--- src/rtl/frame_sequencer_if.sv ---
// Strobe/data/pulse bundle between the APU core (master) and the frame sequencer (slave).
interface frame_sequencer_if;
  logic       ACLK1;
  logic       W4017;
  logic       RD4015;
  logic [7:0] DB;
  logic       n_LFO1;
  logic       n_LFO2;
  logic       INT;

  modport master (
    output ACLK1, W4017, RD4015, DB,
    input  n_LFO1, n_LFO2, INT
  );

  modport slave (
    input  ACLK1, W4017, RD4015, DB,
    output n_LFO1, n_LFO2, INT
  );
endinterface

--- src/rtl/frame_sequencer.sv ---
// APU frame sequencer: 4/5-step cycle counter driving quarter/half-frame pulses and the frame IRQ.
// Optional macro FRAME_SEQUENCER_FAST_EN shrinks the step points to 16/32/48/64/80 for short simulations.
module frame_sequencer (
  input  logic              CLK,
  input  logic              n_RES,
  frame_sequencer_if.slave  bus
);

`ifdef FRAME_SEQUENCER_FAST_EN
  localparam logic [14:0] S1 = 15'd16;
  localparam logic [14:0] S2 = 15'd32;
  localparam logic [14:0] S3 = 15'd48;
  localparam logic [14:0] S4 = 15'd64;
  localparam logic [14:0] S5 = 15'd80;
`else
  localparam logic [14:0] S1 = 15'd3728;
  localparam logic [14:0] S2 = 15'd7456;
  localparam logic [14:0] S3 = 15'd11185;
  localparam logic [14:0] S4 = 15'd14914;
  localparam logic [14:0] S5 = 15'd18640;
`endif

  logic [14:0] cnt_q,  cnt_d;
  logic        mode_q, mode_d;
  logic        inh_q,  inh_d;
  logic        irq_q,  irq_d;
  logic        pend_q, pend_d;
  logic        lfo1_q, lfo1_d;
  logic        lfo2_q, lfo2_d;

  logic        at_s1, at_s2, at_s3, at_s4, at_s5;
  logic        quarter_hit, half_hit, last_step;
  logic        cnt_reset, irq_set, irq_clr;
  logic        db_unused;

  assign db_unused = ^bus.DB[5:0];

  // S4 only counts as a step in 4-step mode, S5 only in 5-step mode
  assign at_s1 = (cnt_q == S1);
  assign at_s2 = (cnt_q == S2);
  assign at_s3 = (cnt_q == S3);
  assign at_s4 = (cnt_q == S4) && !mode_q;
  assign at_s5 = (cnt_q == S5) &&  mode_q;

  assign quarter_hit = at_s1 || at_s2 || at_s3 || at_s4 || at_s5;
  assign half_hit    = at_s2 || at_s4 || at_s5;
  assign last_step   = at_s4 || at_s5;

  // A write on this very edge defers the pending reload to the next APU cycle
  assign cnt_reset = bus.ACLK1 && pend_q && !bus.W4017;
  assign irq_set   = bus.ACLK1 && !cnt_reset && at_s4 && !inh_q;
  assign irq_clr   = bus.RD4015 || (bus.W4017 && bus.DB[6]);

  always_comb begin
    cnt_d  = cnt_q;
    mode_d = mode_q;
    inh_d  = inh_q;
    pend_d = pend_q;
    lfo1_d = lfo1_q;
    lfo2_d = lfo2_q;
    irq_d  = irq_q;

    if (cnt_reset) begin
      cnt_d  = 15'd0;
      pend_d = 1'b0;
      lfo1_d = !mode_q;
      lfo2_d = !mode_q;
    end else if (bus.ACLK1) begin
      cnt_d  = last_step ? 15'd0 : cnt_q + 15'd1;
      lfo1_d = !quarter_hit;
      lfo2_d = !half_hit;
    end

    if (bus.W4017) begin
      mode_d = bus.DB[7];
      inh_d  = bus.DB[6];
      pend_d = 1'b1;
    end

    if (irq_set)
      irq_d = 1'b1;
    else if (irq_clr)
      irq_d = 1'b0;
  end

  always_ff @(posedge CLK) begin
    if (!n_RES) begin
      cnt_q  <= 15'd0;
      mode_q <= 1'b0;
      inh_q  <= 1'b0;
      pend_q <= 1'b0;
      irq_q  <= 1'b0;
      lfo1_q <= 1'b1;
      lfo2_q <= 1'b1;
    end else begin
      cnt_q  <= cnt_d;
      mode_q <= mode_d;
      inh_q  <= inh_d;
      pend_q <= pend_d;
      irq_q  <= irq_d;
      lfo1_q <= lfo1_d;
      lfo2_q <= lfo2_d;
    end
  end

  assign bus.n_LFO1 = lfo1_q;
  assign bus.n_LFO2 = lfo2_q;
  assign bus.INT    = irq_q;

endmodule

--- src/flat_wrapper.sv ---
// flat-port wrapper written by rule: the top's interface ports become plain ports
module frame_sequencer_flat 
  (CLK, n_RES, bus_ACLK1, bus_W4017, bus_RD4015, bus_DB, bus_n_LFO1, bus_n_LFO2, bus_INT);
  frame_sequencer_if bus_i ();
  input  logic CLK;
  input  logic n_RES;
  input wire logic [$bits(bus_i.ACLK1)-1:0] bus_ACLK1;
  input wire logic [$bits(bus_i.W4017)-1:0] bus_W4017;
  input wire logic [$bits(bus_i.RD4015)-1:0] bus_RD4015;
  input wire logic [$bits(bus_i.DB)-1:0] bus_DB;
  output wire logic [$bits(bus_i.n_LFO1)-1:0] bus_n_LFO1;
  output wire logic [$bits(bus_i.n_LFO2)-1:0] bus_n_LFO2;
  output wire logic [$bits(bus_i.INT)-1:0] bus_INT;
  assign bus_i.ACLK1 = bus_ACLK1;
  assign bus_i.W4017 = bus_W4017;
  assign bus_i.RD4015 = bus_RD4015;
  assign bus_i.DB = bus_DB;
  assign bus_n_LFO1 = bus_i.n_LFO1;
  assign bus_n_LFO2 = bus_i.n_LFO2;
  assign bus_INT = bus_i.INT;
  frame_sequencer u_core (.CLK(CLK), .n_RES(n_RES), .bus(bus_i));
endmodule
--- config.mk ---
export PLATFORM = sky130hd
export DESIGN_NAME = frame_sequencer_flat
export DESIGN_NICKNAME = d
export VERILOG_FILES = /design/src/rtl/frame_sequencer_if.sv /design/src/rtl/frame_sequencer.sv /design/src/flat_wrapper.sv
export SDC_FILE = /design/constraint.sdc
export NUM_CORES = 1
export LEC_CHECK = 0
export ABC_AREA = 0
export ABC_CLOCK_PERIOD_IN_PS = 2100
export CORE_AREA = 2 2 52 54
export CTS_CLUSTER_DIAMETER = 40
export DETAILED_ROUTE_END_ITERATION = 8
export DIE_AREA = 0 0 54 56
export GPL_ROUTABILITY_DRIVEN = 0
export HOLD_SLACK_MARGIN = 0.12
export PLACE_DENSITY = 0.71
export SLEW_MARGIN = 20
export SYNTH_ARGS = -nofsm -noshare
export SYNTH_HDL_FRONTEND = slang
export SYNTH_SLANG_ARGS = --single-unit
--- constraint.sdc ---
create_clock -name CLK -period 2.1 [get_ports CLK]
set_clock_uncertainty 0.2 [all_clocks]
set_input_delay 0.21 -clock CLK [delete_from_list [all_inputs] [get_ports CLK]]
set_output_delay 0.21 -clock CLK [all_outputs]
set_load 0.01 [all_outputs]
== Word level (Yosys, flattened, before mapping) ==
Index checks and enable logic that the tools add are counted.

* Add/subtract/negate cells: 1
* Multipliers: 0
* Divide/modulo/power cells: 0
* Magnitude comparators: 0
* Equal/unequal tests: 5
* Shift operators: 0
* Mux-type cells: 9
* Bitwise logic cells: 1
* Reduce and logical (&&, ||, !) cells: 26

{| class="wikitable"
|+ Operators by type and width
! cell !! count
|-
| 15-bit by 14-bit == test with 1-bit output, second input constant || 2
|-
| 15-bit by 1-bit adder with 15-bit output, second input constant || 1
|-
| 15-bit by 12-bit == test with 1-bit output, second input constant || 1
|-
| 15-bit by 13-bit == test with 1-bit output, second input constant || 1
|-
| 15-bit == test, second input constant || 1
|-
| 15-bit 2-to-1 mux || 1
|-
| 1-bit logical AND || 8
|-
| 1-bit logical OR || 8
|-
| 1-bit 2-to-1 mux || 8
|-
| 1-bit logical NOT || 6
|-
| 2-bit nonzero test || 3
|-
| 2-bit OR reduction || 1
|-
| 1-bit inverter || 1
|}

* Flip-flop bits (word level): 21
* Bits in latches: 0
* Bits in writable memories: 0
* Memory bits (read-only): 0
* Bits of input ports: 13
* Logic and storage cells: 49
* Memories: 0

== Longest topological paths before layout ==
* Word-level depth: 8
* Gate-level depth with buffers: 7
* Depth with buffers taken out: 7

== Least setup slack after synthesis ==
OpenSTA, ideal clock, no wires.

* Path type: register to register
* Start: register u_core.cnt_q[0]
* End: register u_core.cnt_q[2]
* Setup time: 0.070 ns
* Arrival: 1.712 ns
* Data required time: 1.830 ns
* Setup slack: 0.118 ns
* Cell stages (with the launch flop): 8
* Clock period less this slack: 1.982 ns
* Cell sequence: dfxtp_1 inv_1 ha_1 nand3b_1 nor4_4 a22oi_2 or3b_2 a21oi_1

* Word-level cells in the longest chain between the ends: 4
* Elaborated cells between the ends (all ways): 7
* Those cells by class: 1 x add/sub; 2 x eq/ne; 1 x mux; 3 x reduce/logical

{| class="wikitable"
|+ RTL lines
! element !! line !! RTL
|-
| start: declaration || frame_sequencer.sv:23 || <nowiki>logic [14:0] cnt_q, cnt_d;</nowiki>
|-
| start signal: assignment || frame_sequencer.sv:96 || <nowiki>cnt_q <= cnt_d;</nowiki>
|-
| branches (longest 3 deep; another with 15-bit by 1-bit adder with 15-bit output) || - ||
|-
| 15-bit 2-to-1 mux * || frame_sequencer.sv:69 || <nowiki>cnt_d = last_step ? 15'd0 : cnt_q + 15'd1;</nowiki>
|}

Mark *: on every way between the ends.
A chain may end at the register's enable or synchronous reset.

== Worst setup path after layout ==
* Start: register u_core.cnt_q[4]
* End: register u_core.cnt_q[8]

Same word-level chain as after synthesis.

==> metrics.md <==
| Metric | Value |
|---|---|
| Worst path cell trace | `or4b_4, nor4_4, a22oi_2, buf_4, o21bai_4, nor2_1` |
| Fin. max-slew vios | `0` |
| Hold Vio Cnt, Final | `0` |
| Die ar. | `3020 um^2` |
| Placed Instances | `179` |
| # clock sinks | `21` |
| NumNets Final | `174` |
| Worst EP arrival | `2.14 ns` |
| Drt pass-1 iters | `4` |
| Worst Hold Depth | `3` |
| Drt via density | `5.54` |
| Yosys top cell area share | `38.0%` |
| Levels on crit path | `6` |
| FILL cells | `213` |
| H-tree Lvls | `1` |
| Worst-path clk slew | `0.12 ns` |
| Port buffer count | `9` |
| CTS Buf Count | `3` |
| Post-Syn Instances | `127` |
| Die W | `54 um` |
| DRT iter0 DRCs | `17` |
| Slew at the pin with the worst max-slew slack | `0.477 ns` |
| Number of synthesized flops with an enable pin | `0` |
| Number of global-route vias before repair | `955` |
| Leak pwr | `0.000517 uW` |
| Sum Neg Setup Slack | `-0.0938 ns` |
| CP top delay family | `simple AND/OR/NAND/NOR gates` |
| F_max | `470 MHz` |
| Synth warn | `0` |
| Slew headroom | `67.9%` |
| # diodes | `0` |
| FFs w/ async S/R, synth | `0%` |
| First-pass GRT wire length | `4260 um` |
| Root buffer cell | `clkbuf_4` |
| Crit path largest cell delay | `0.56 ns` |
| I/O pin count | `16` |
| TritonCTS clock tree | `yes` |
| Pin count of the biggest net entering global routing | `14` |
| Area growth, synth to finish | `28.1%` |
| Mapped Avg Cell Area | `8.71 um^2` |
| Failing checks | `negative setup slack` |
| Worst Setup Start Kind | `flop` |
| Tot GR Track Use | `18.7%` |
| Hold Crit Class | `in2reg` |
| Routed Wire Length | `2660 um` |
| Reg2reg path depth | `6` |
| Area of the multi-input gates | `692 um^2` |
| Post-DR wirelength/cell | `14.3 um` |
| Post-synth net total | `144` |
| Final setup viols | `5` |
| Worst path required time | `2.11 ns` |
| Worst-skew pair later-pin latency | `0.31 ns` |
| Area post-placement | `1340 um^2` |
| CP Capture Type | `flop` |
| Number of routed nets with antenna violations | `0` |
| Initial Utilization | `45.5%` |
| Layout cells sized above 1 | `22.4%` |
| Most used DFF post-synth | `dfxtp_1` |
| Rows | `18` |
| Finished Layout Cells | `186` |
| Fin area | `1420 um^2` |
| Outcome | `finished with violations` |
| Commonest cells post-synth | `dfxtp_1, nor2_1, nand2_1` |
| Core Area | `2430 um^2` |
| Seq. cell area | `428 um^2` |
| Final Total Pwr | `686 uW` |
| Crit Path Class | `reg2reg` |
| Post-synthesis register bit count | `21` |
| Area leader, netlist | `dfxtp_1` |
| RSZ-0062 raised after global routing | `yes` |
| Die H | `56 um` |
| Area contributors post-synth | `dfxtp_1, xnor2_1, nor2_1` |
| Synth cell types | `36` |
| Worst vdd ir | `380 uV` |
| Clock period minus worst slack | `2.13 ns` |
| Maxcap violations | `0` |
| Dpl hpwl | `1910 um` |
| Critical-path top delay cell | `or4b_4` |
| Mapped cell area | `1110 um^2` |
| DRC | `0` |
| Vias | `1,030` |
| Global route overflow | `0` |
| Power per standard cell area | `484 nW/um^2` |
| Peak fanout along the critical path | `5` |
| Antenna violations before repair | `0` |
| Buffer depth of the longest clock path | `2` |
| CP bufs+invs | `1` |
| Final period util | `101%` |
| Post-synthesis sequential area ratio | `38.0%` |
| Top-count cell post-synth | `dfxtp_1` |
| Final WS setup | `-0.0265 ns` |
area by class of cell:
| type | count | share of cell area [%] |
|---|---|---|
| repair buffers | 26 | 15.4 |
| well taps | 30 | 2.65 |
| clock buffers | 4 | 1.86 |
| multi-input cells | 101 | 48.9 |
| flip-flops and latches | 21 | 30.2 |
| inverters | 4 | 1.06 |
per-stage QoR:
step                util, %  setup slack, ns  hold slack, ns
CTS                    56.1           0.0235           0.287
global placement       55.0           0.0638           0.276
floorplan                 -            0.118          0.0989
detailed placement     55.0           0.0111           0.279
finish                 58.2          -0.0265           0.294
global route           58.2           -0.109           0.314
cells in the final DEF (no fill, tap or decap), drive strengths merged, types with 4 or more instances in the layout:
cell type	instances
clkbuf	4
a21oi	6
inv	4
xnor2	7
nor4	7
xor2	4
nor2	16
clkdlybuf4s50	9
dfxtp	21
ha	4
buf	17
nand3	9
nand2	14
state kept, by name, indices dropped and copies added (netlist names):
register / count
u_core.bus.INT: 1
u_core.bus.n_LFO1: 1
u_core.bus.n_LFO2: 1
u_core.cnt_q: 15
u_core.inh_q: 1
u_core.mode_q: 1
u_core.pend_q: 1
layer usage:
layer / part of all wire, % / track usage [%] / wire, um / vias up
met5: 0 / 0 / 0 / -
met4: 2.4 / 7.50 / 65 / 0
met3: 4.8 / 2.42 / 127 / 9
met2: 47 / 30.1 / 1260 / 29
met1: 45 / 24.6 / 1210 / 480
li1: - / - / - / 512
timing repair:
item                                    4_1_cts  5_1_grt
hold buffers                                  0        0
pin swaps                                     0        3
gates cloned                                  0        1
endpoints found under the hold margin         0        0
setup buffers                                 0        2
endpoints found under the setup margin       10       13
resized for setup                             1        8
cells by family after synthesis:
logic type,synth area share [%]
xor gates and xnor gates,8.71
buffers and inverters,2.15
DFF,38.0
AOI/OAI and AO/OA,11.4
muxes,0.905
and+or+nand+nor,34.3
adders and majority gates,4.53
report_power, final:
part | total, uW | switching, uW | leakage [uW] | internal [uW]
registers | 411 | 5.91 | 0.000173 | 405
clock network | 201 | 127 | 0.0000150 | 74.2
logic | 73.9 | 37.8 | 0.000329 | 36.1
total | 686 | 170 | 0.000517 | 516
path summary, 6_finish.rpt:
path	startpoint	end	slack [ns]
hold reg to reg	u_core.inh_q$_SDFFE_PN0P_	u_core.inh_q$_SDFFE_PN0P_	0.30
setup / recovery	u_core.cnt_q[4]$_SDFFE_PP0P_	u_core.cnt_q[8]$_SDFFE_PP0P_	-0.03
hold / removal	bus_DB[6]	u_core.inh_q$_SDFFE_PN0P_	0.29
setup reg to reg	u_core.cnt_q[4]$_SDFFE_PP0P_	u_core.cnt_q[8]$_SDFFE_PP0P_	-0.03
worst min-delay path: cells and delay by family:
kind / cells / cell delay [ns]
buffers and inverters: 1 / 0.40
AND/OR/NAND/NOR: 1 / 0.08
AO/OA/AOI/OAI: 1 / 0.08
No activity file was read; power rests on OpenSTA's default activity.
